===== src/rtl/uart_rx_param.sv =====
// uart_rx_param: parametrised UART receiver for the signal logger front end.
// Deserialises frames with DATA_BITS data bits, optional parity and one or
// two stop bits. Good words go out on a valid/ready register. Framing,
// parity, overrun and break conditions are reported as one-cycle pulses.
//
// Optional feature macro: RX_MAJORITY_VOTE_EN
//   When defined, each bit decision is the 2-of-3 vote of rx_s at mid-1,
//   mid and mid+1. The decision is taken at mid+1, so every sample, and
//   therefore completion, lands one cycle later.
//
// state     | meaning
// ----------+-------------------------------------------------------------
// IDLE      | line idle, waiting for rx_s low
// START     | timing to mid start bit, then confirm or reject the start
// DATA      | sampling DATA_BITS data bits, LSB first, DIV cycles apart
// PARITY    | sampling the parity bit (only when PARITY_MODE != 0)
// STOP      | sampling STOP_BITS stop bits; last sample triggers completion
// WAIT_IDLE | after a framing error, waiting for the line to return high
module uart_rx_param #(
    parameter int          CLK_FREQ_HZ = 100_000_000,
    parameter int          BAUD_RATE   = 115_200,
    parameter int          DATA_BITS   = 8,
    parameter int          PARITY_MODE = 0,
    parameter int          STOP_BITS   = 1,
    parameter int unsigned RESET_VALUE = 'h43
) (
    input  logic                 clk,
    input  logic                 rst,
    input  logic                 rx,
    output logic [DATA_BITS-1:0] data_out,
    output logic                 data_valid,
    input  logic                 data_ready,
    output logic                 frame_err,
    output logic                 parity_err,
    output logic                 overrun_err,
    output logic                 break_det
);

    localparam int DIV  = CLK_FREQ_HZ / BAUD_RATE;
    localparam int HALF = DIV / 2;
    localparam int CW   = $clog2(DIV) + 1;

    // IDLE spends one cycle noticing the start edge and rx_s arrives two
    // cycles after the pin, so the mid-start sample sits HALF-2 counts
    // into START. The vote decides one cycle later, at mid+1.
`ifdef RX_MAJORITY_VOTE_EN
    localparam int START_TC = HALF - 1;
`else
    localparam int START_TC = HALF - 2;
`endif

    localparam logic [CW-1:0]        START_CNT  = CW'(START_TC);
    localparam logic [CW-1:0]        BIT_CNT    = CW'(DIV - 1);
    localparam logic [3:0]           LAST_DATA  = 4'(DATA_BITS - 1);
    localparam logic [3:0]           LAST_STOP  = 4'(STOP_BITS - 1);
    localparam logic [DATA_BITS-1:0] RESET_WORD = DATA_BITS'(RESET_VALUE);

    if (DIV < 8) begin : g_div_chk
        $error("uart_rx_param: CLK_FREQ_HZ/BAUD_RATE must be at least 8");
    end
    if (DATA_BITS < 5 || DATA_BITS > 9) begin : g_bits_chk
        $error("uart_rx_param: DATA_BITS must be 5..9");
    end
    if (PARITY_MODE < 0 || PARITY_MODE > 2) begin : g_par_chk
        $error("uart_rx_param: PARITY_MODE must be 0, 1 or 2");
    end
    if (STOP_BITS < 1 || STOP_BITS > 2) begin : g_stop_chk
        $error("uart_rx_param: STOP_BITS must be 1 or 2");
    end

    typedef enum logic [2:0] {
        S_IDLE,
        S_START,
        S_DATA,
        S_PARITY,
        S_STOP,
        S_WAIT_IDLE
    } state_t;

    state_t               state;
    logic                 rx_meta;
    logic                 rx_s;
    logic                 samp;
    logic                 par_exp;
    logic [CW-1:0]        cnt;
    logic [3:0]           bit_cnt;
    logic [DATA_BITS-1:0] shreg;
    logic                 par_bad;
    logic                 fr_bad;
    logic                 any_one;
    logic                 done;
    logic                 done_fr;
    logic                 done_par;
    logic                 done_zero;

    // Two-flop synchroniser; resets to the idle (high) line level.
    always_ff @(posedge clk or posedge rst) begin
        if (rst) begin
            rx_meta <= 1'b1;
            rx_s    <= 1'b1;
        end else begin
            rx_meta <= rx;
            rx_s    <= rx_meta;
        end
    end

`ifdef RX_MAJORITY_VOTE_EN
    logic rx_d1;
    logic rx_d2;

    // Two cycles of rx_s history for the 2-of-3 vote.
    always_ff @(posedge clk or posedge rst) begin
        if (rst) begin
            rx_d1 <= 1'b1;
            rx_d2 <= 1'b1;
        end else begin
            rx_d1 <= rx_s;
            rx_d2 <= rx_d1;
        end
    end

    assign samp = (rx_s & rx_d1) | (rx_s & rx_d2) | (rx_d1 & rx_d2);
`else
    assign samp = rx_s;
`endif

    // Parity the line should carry for the word now in the shift register.
    always_comb begin
        par_exp = ^shreg;
        if (PARITY_MODE == 2) par_exp = ~(^shreg);
    end

    // Receive FSM: bit timing, deserialisation and per-frame status flags.
    always_ff @(posedge clk or posedge rst) begin
        if (rst) begin
            state     <= S_IDLE;
            cnt       <= '0;
            bit_cnt   <= '0;
            shreg     <= '0;
            par_bad   <= 1'b0;
            fr_bad    <= 1'b0;
            any_one   <= 1'b0;
            done      <= 1'b0;
            done_fr   <= 1'b0;
            done_par  <= 1'b0;
            done_zero <= 1'b0;
        end else begin
            done <= 1'b0;
            case (state)
                S_IDLE: begin
                    if (!rx_s) begin
                        state <= S_START;
                        cnt   <= '0;
                    end
                end
                S_START: begin
                    if (cnt == START_CNT) begin
                        cnt <= '0;
                        if (samp) begin
                            state <= S_IDLE;
                        end else begin
                            state   <= S_DATA;
                            bit_cnt <= '0;
                            par_bad <= 1'b0;
                            fr_bad  <= 1'b0;
                            any_one <= 1'b0;
                        end
                    end else begin
                        cnt <= cnt + 1'b1;
                    end
                end
                S_DATA: begin
                    if (cnt == BIT_CNT) begin
                        cnt     <= '0;
                        shreg   <= {samp, shreg[DATA_BITS-1:1]};
                        any_one <= any_one | samp;
                        if (bit_cnt == LAST_DATA) begin
                            bit_cnt <= '0;
                            state   <= (PARITY_MODE != 0) ? S_PARITY : S_STOP;
                        end else begin
                            bit_cnt <= bit_cnt + 1'b1;
                        end
                    end else begin
                        cnt <= cnt + 1'b1;
                    end
                end
                S_PARITY: begin
                    if (cnt == BIT_CNT) begin
                        cnt     <= '0;
                        any_one <= any_one | samp;
                        par_bad <= (samp != par_exp);
                        state   <= S_STOP;
                    end else begin
                        cnt <= cnt + 1'b1;
                    end
                end
                S_STOP: begin
                    if (cnt == BIT_CNT) begin
                        cnt     <= '0;
                        fr_bad  <= fr_bad | ~samp;
                        any_one <= any_one | samp;
                        if (bit_cnt == LAST_STOP) begin
                            bit_cnt   <= '0;
                            done      <= 1'b1;
                            done_fr   <= fr_bad | ~samp;
                            done_par  <= par_bad;
                            done_zero <= ~(any_one | samp);
                            state     <= (fr_bad | ~samp) ? S_WAIT_IDLE : S_IDLE;
                        end else begin
                            bit_cnt <= bit_cnt + 1'b1;
                        end
                    end else begin
                        cnt <= cnt + 1'b1;
                    end
                end
                S_WAIT_IDLE: begin
                    if (rx_s) begin
                        state <= S_IDLE;
                        cnt   <= '0;
                    end
                end
                default: begin
                    state <= S_IDLE;
                    cnt   <= '0;
                end
            endcase
        end
    end

    // Completion and output handshake: status pulses, word load, consume.
    always_ff @(posedge clk or posedge rst) begin
        if (rst) begin
            data_out    <= RESET_WORD;
            data_valid  <= 1'b0;
            frame_err   <= 1'b0;
            parity_err  <= 1'b0;
            overrun_err <= 1'b0;
            break_det   <= 1'b0;
        end else begin
            frame_err   <= 1'b0;
            parity_err  <= 1'b0;
            overrun_err <= 1'b0;
            break_det   <= 1'b0;
            if (data_valid && data_ready) data_valid <= 1'b0;
            if (done) begin
                if (done_fr) begin
                    frame_err <= 1'b1;
                    break_det <= done_zero;
                end else if (done_par) begin
                    parity_err <= 1'b1;
                end else if (!data_valid || data_ready) begin
                    data_out   <= shreg;
                    data_valid <= 1'b1;
                end else begin
                    overrun_err <= 1'b1;
                end
            end
        end
    end

endmodule


===== config.mk =====
export PLATFORM = sky130hd
export DESIGN_NAME = uart_rx_param
export DESIGN_NICKNAME = d
export VERILOG_FILES = /design/src/rtl/uart_rx_param.sv
export SDC_FILE = /design/constraint.sdc
export NUM_CORES = 1
export LEC_CHECK = 0
export BUFFER_PORTS_ARGS = -buffer_cell sky130_fd_sc_hd__buf_4
export CAP_MARGIN = 5
export CORE_MARGIN = 4
export CORE_UTILIZATION = 55
export CTS_CLUSTER_DIAMETER = 100
export DETAILED_ROUTE_END_ITERATION = 6
export HOLD_SLACK_MARGIN = 0.02
export PLACE_DENSITY = 0.81
export SYNTH_ARGS = -nofsm -noshare
export SYNTH_HDL_FRONTEND = slang
export SYNTH_SLANG_ARGS = --single-unit

===== constraint.sdc =====
create_clock -name clk -period 3 [get_ports clk]
set_input_delay 0.15 -clock clk [delete_from_list [all_inputs] [get_ports clk]]
set_output_delay 0.15 -clock clk [all_outputs]
set_load 0.01 [all_outputs]

==> run metrics <==
largest net degree at the start of global routing 49; Clock Tree Buf Depth 2; Initial Utilization between 50% and 60%; most common library cell in the layout ignoring fill and taps dfrtp_1; n_diodes 0; register area share after synthesis 49.16%; cells after synthesis 209; pwr dens 403.5 nW/um2; Leakage around 1.2 nW; Mapped Area ~2500 um2; maximum VDD drop roughly 320 uV; ratio of cells with drive above 1 in the final layout approximately 28%; chip height between 70 and 80 um; DR top layer met4; hpwl dp between 3000 and 4000 um; antenna viol nets, final 0; setup TNS 0 ns; number of synthesized flops with an enable pin 0; RSZ-0062 raised after global routing no; outcome complete, no violations; Critical Path AT 2.38 ns; first-pass GRT wire length 7583 um; worst rel slew slack between 30% and 40%; Reg2Reg Capture Point state[2]; clock skew 0.005757 ns; final cycle utilization of the critical path between 70% and 80%; nature of the critical path startpoint flop; post-route minimum period between 2 and 2.5 ns; Fmax 456.6 MHz; Cell Count, Final, Fillers Out 280; Vias 1,614; Post-CTS Setup Bufs 0; Slew @ Worst Pin just under 1 ns; Via density around 5.8; initial antenna violation count 0; drt drc 0; DR pass1 iterations 4; post-synthesis async set-or-reset flop share between 90% and 100%; Starting DRT DRC Count 90; GRT overflow 0; Pins Over Slew Limit 0; CTS resizes 0; flops & latches, synth 48; Fin. Hold Viols 0; met1 wire length between 1500 and 2000 um; Num CTS Buffers 5; CTS tree yes; count of input and output buffers 16; # placed instances 271; # IOs 17; Reg2Reg Depth 5; Mean Syn Cell Area around 12 um2; ys flop type dfrtp_1; Max FO, Critical Path 12; Min-Delay Path Class in2async; Worst path max stage delay 0.58 ns; Synthesized Nets 217; Die Footprint around 5600 um2; clock latency on the worst-skew pair slightly above 0.3 ns; Final GP Congestion just under 0.9; Clock Sinks 48; Reg2Reg Launch Point state[0]; met3 wire length between 150 and 200 um; most frequent cells in the layout dfrtp_1 (43), nor2_1 (18), buf_4 (17), mux2_2 (16), xnor2_1 (12); core area 4324 um2; Crit. End Element flop; Setup violations, final 0; met2 WL around 2100 um; Die W 74.83 um; total track usage 17.78%; H-tree levels 2; vias in the first global route between 1,500 and 2,000; worst-path cell chain or3b_1, a31oi_2, a21o_4, nor3_2, mux2_1; wire per inst approximately 15 um; Syn. warnings 0; Post-Route WL roughly 4300 um; area grow syn2layout 9.883%; nets approximately 240; Row Count 24; clock slew at reported path FFs around 0.090 ns; Root Driver clkbuf_8; Worst Path Required between 3 and 4 ns; CP Class reg2reg; critical path's slowest cell dfrtp_1; post-synth cell types 57; Max Cap Viol 0; reg2reg setup slack around 0.81 ns
-- layout make-up --
class / count / area, um2
Tap cell: 52 / 65.06
Clock inverter: 2 / 13.76
Inverter: 7 / 26.28
Clock buffer: 6 / 82.58
Multi-Input combinational cell: 147 / 1166
Fill cell: 347 / 1625
Timing Repair Buffer: 18 / 137.6
Sequential cell: 48 / 1207
-- critical path, delay by kind of cell, from the launching register on --
kind               cells  cell delay [ns]
AOI/OAI and AO/OA      2             0.67
DFF                    1             0.58
and+or+nand+nor        2             0.53
muxes                  1             0.31
-- metrics by stage --
| step | utilization, % | hold slack, ns | instance area, um2 | setup slack (ns) | total power, mW |
|---|---|---|---|---|---|
| floorplan | - | 0.1545 | 2456 | 1.187 | 0.6813 |
| global placement | 59.95 | 0.2583 | 2592 | 0.9001 | 0.6874 |
| detailed placement | 59.95 | 0.2643 | 2592 | 0.8404 | 0.6880 |
| CTS | 62.41 | 0.1023 | 2699 | 0.8316 | 1.103 |
| global route | 62.41 | 0.1375 | 2699 | 0.6743 | 1.135 |
| finish | 62.41 | 0.06479 | 2699 | 0.8100 | 1.089 |
-- routing by layer --
metal | vias up | track usage (%)
li1 | 783 | -
met1 | 799 | 24.15
met2 | 26 | 27.85
met3 | 6 | 4.406
met4 | 0 | 6.324
met5 | - | 0
-- flip-flops by register name (all words and copies together), names as in the netlist, 3 cells and up --
| register | cells |
|---|---|
| cnt | 11 |
| state | 3 |
| bit_cnt | 4 |
| shreg | 8 |
| data_out | 8 |
-- worst max-delay path by stage --
stage | cells past startpoint | endpoint | slack, ns | start
2_1_floorplan | 6 | state[2] | 1.19 | cnt[1]
3_3_place_gp | 5 | state[2] | 0.90 | state[0]
3_5_place_dp | 5 | state[2] | 0.84 | state[0]
4_1_cts | 5 | state[2] | 0.83 | state[0]
5_1_grt | 5 | state[2] | 0.67 | state[0]
6_report | 5 | state[2] | 0.81 | state[0]
-- synth_stat cells, drive strengths merged, types with 3 or more instances --
library cell	n	share of area, %
nor2b	6	1.5
nor3	3	1.7
ha	4	2.0
nor4b	5	1.8
buf	5	1.6
a21oi	8	1.6
nand2b	5	1.4
mux2	20	9.5
or3b	4	1.5
dfstp	5	5.3
o21ai	7	1.4
nand3	5	1.0
inv	7	1.1
nor2	19	3.2
dfrtp	43	44
nand2	11	1.7
xnor2	12	4.3
nand4	4	1.6
and3	3	0.82
-- cells by family (layout without fill, tap and decap cells) --
family,count (synthesis),count (layout),synth area share (%)
AO/OA/AOI/OAI,31,31,8.966
XOR/XNOR,15,15,5.909
adder cells (fa/ha/maj),4,4,2.038
buffers and inverters,14,33,3.362
flip-flops,48,48,49.16
multiplexers,21,21,9.883
AND/OR/NAND/NOR,76,76,20.68
-- where the power goes --
group / leakage (nW) / internal, mW / switching (mW)
Sequential: 0.638 / 0.649 / 0.00263
Clock: 0.0516 / 0.189 / 0.225
Combinational: 0.560 / 0.00788 / 0.0157
Total: 1.25 / 0.846 / 0.243
-- repair_timing --
item / CTS / global route
endpoints found under the hold margin: 1 / 0
hold buffers: 1 / 0
endpoints found under the setup margin: 0 / 0
Note: power is estimated with default switching activity, not from simulation.
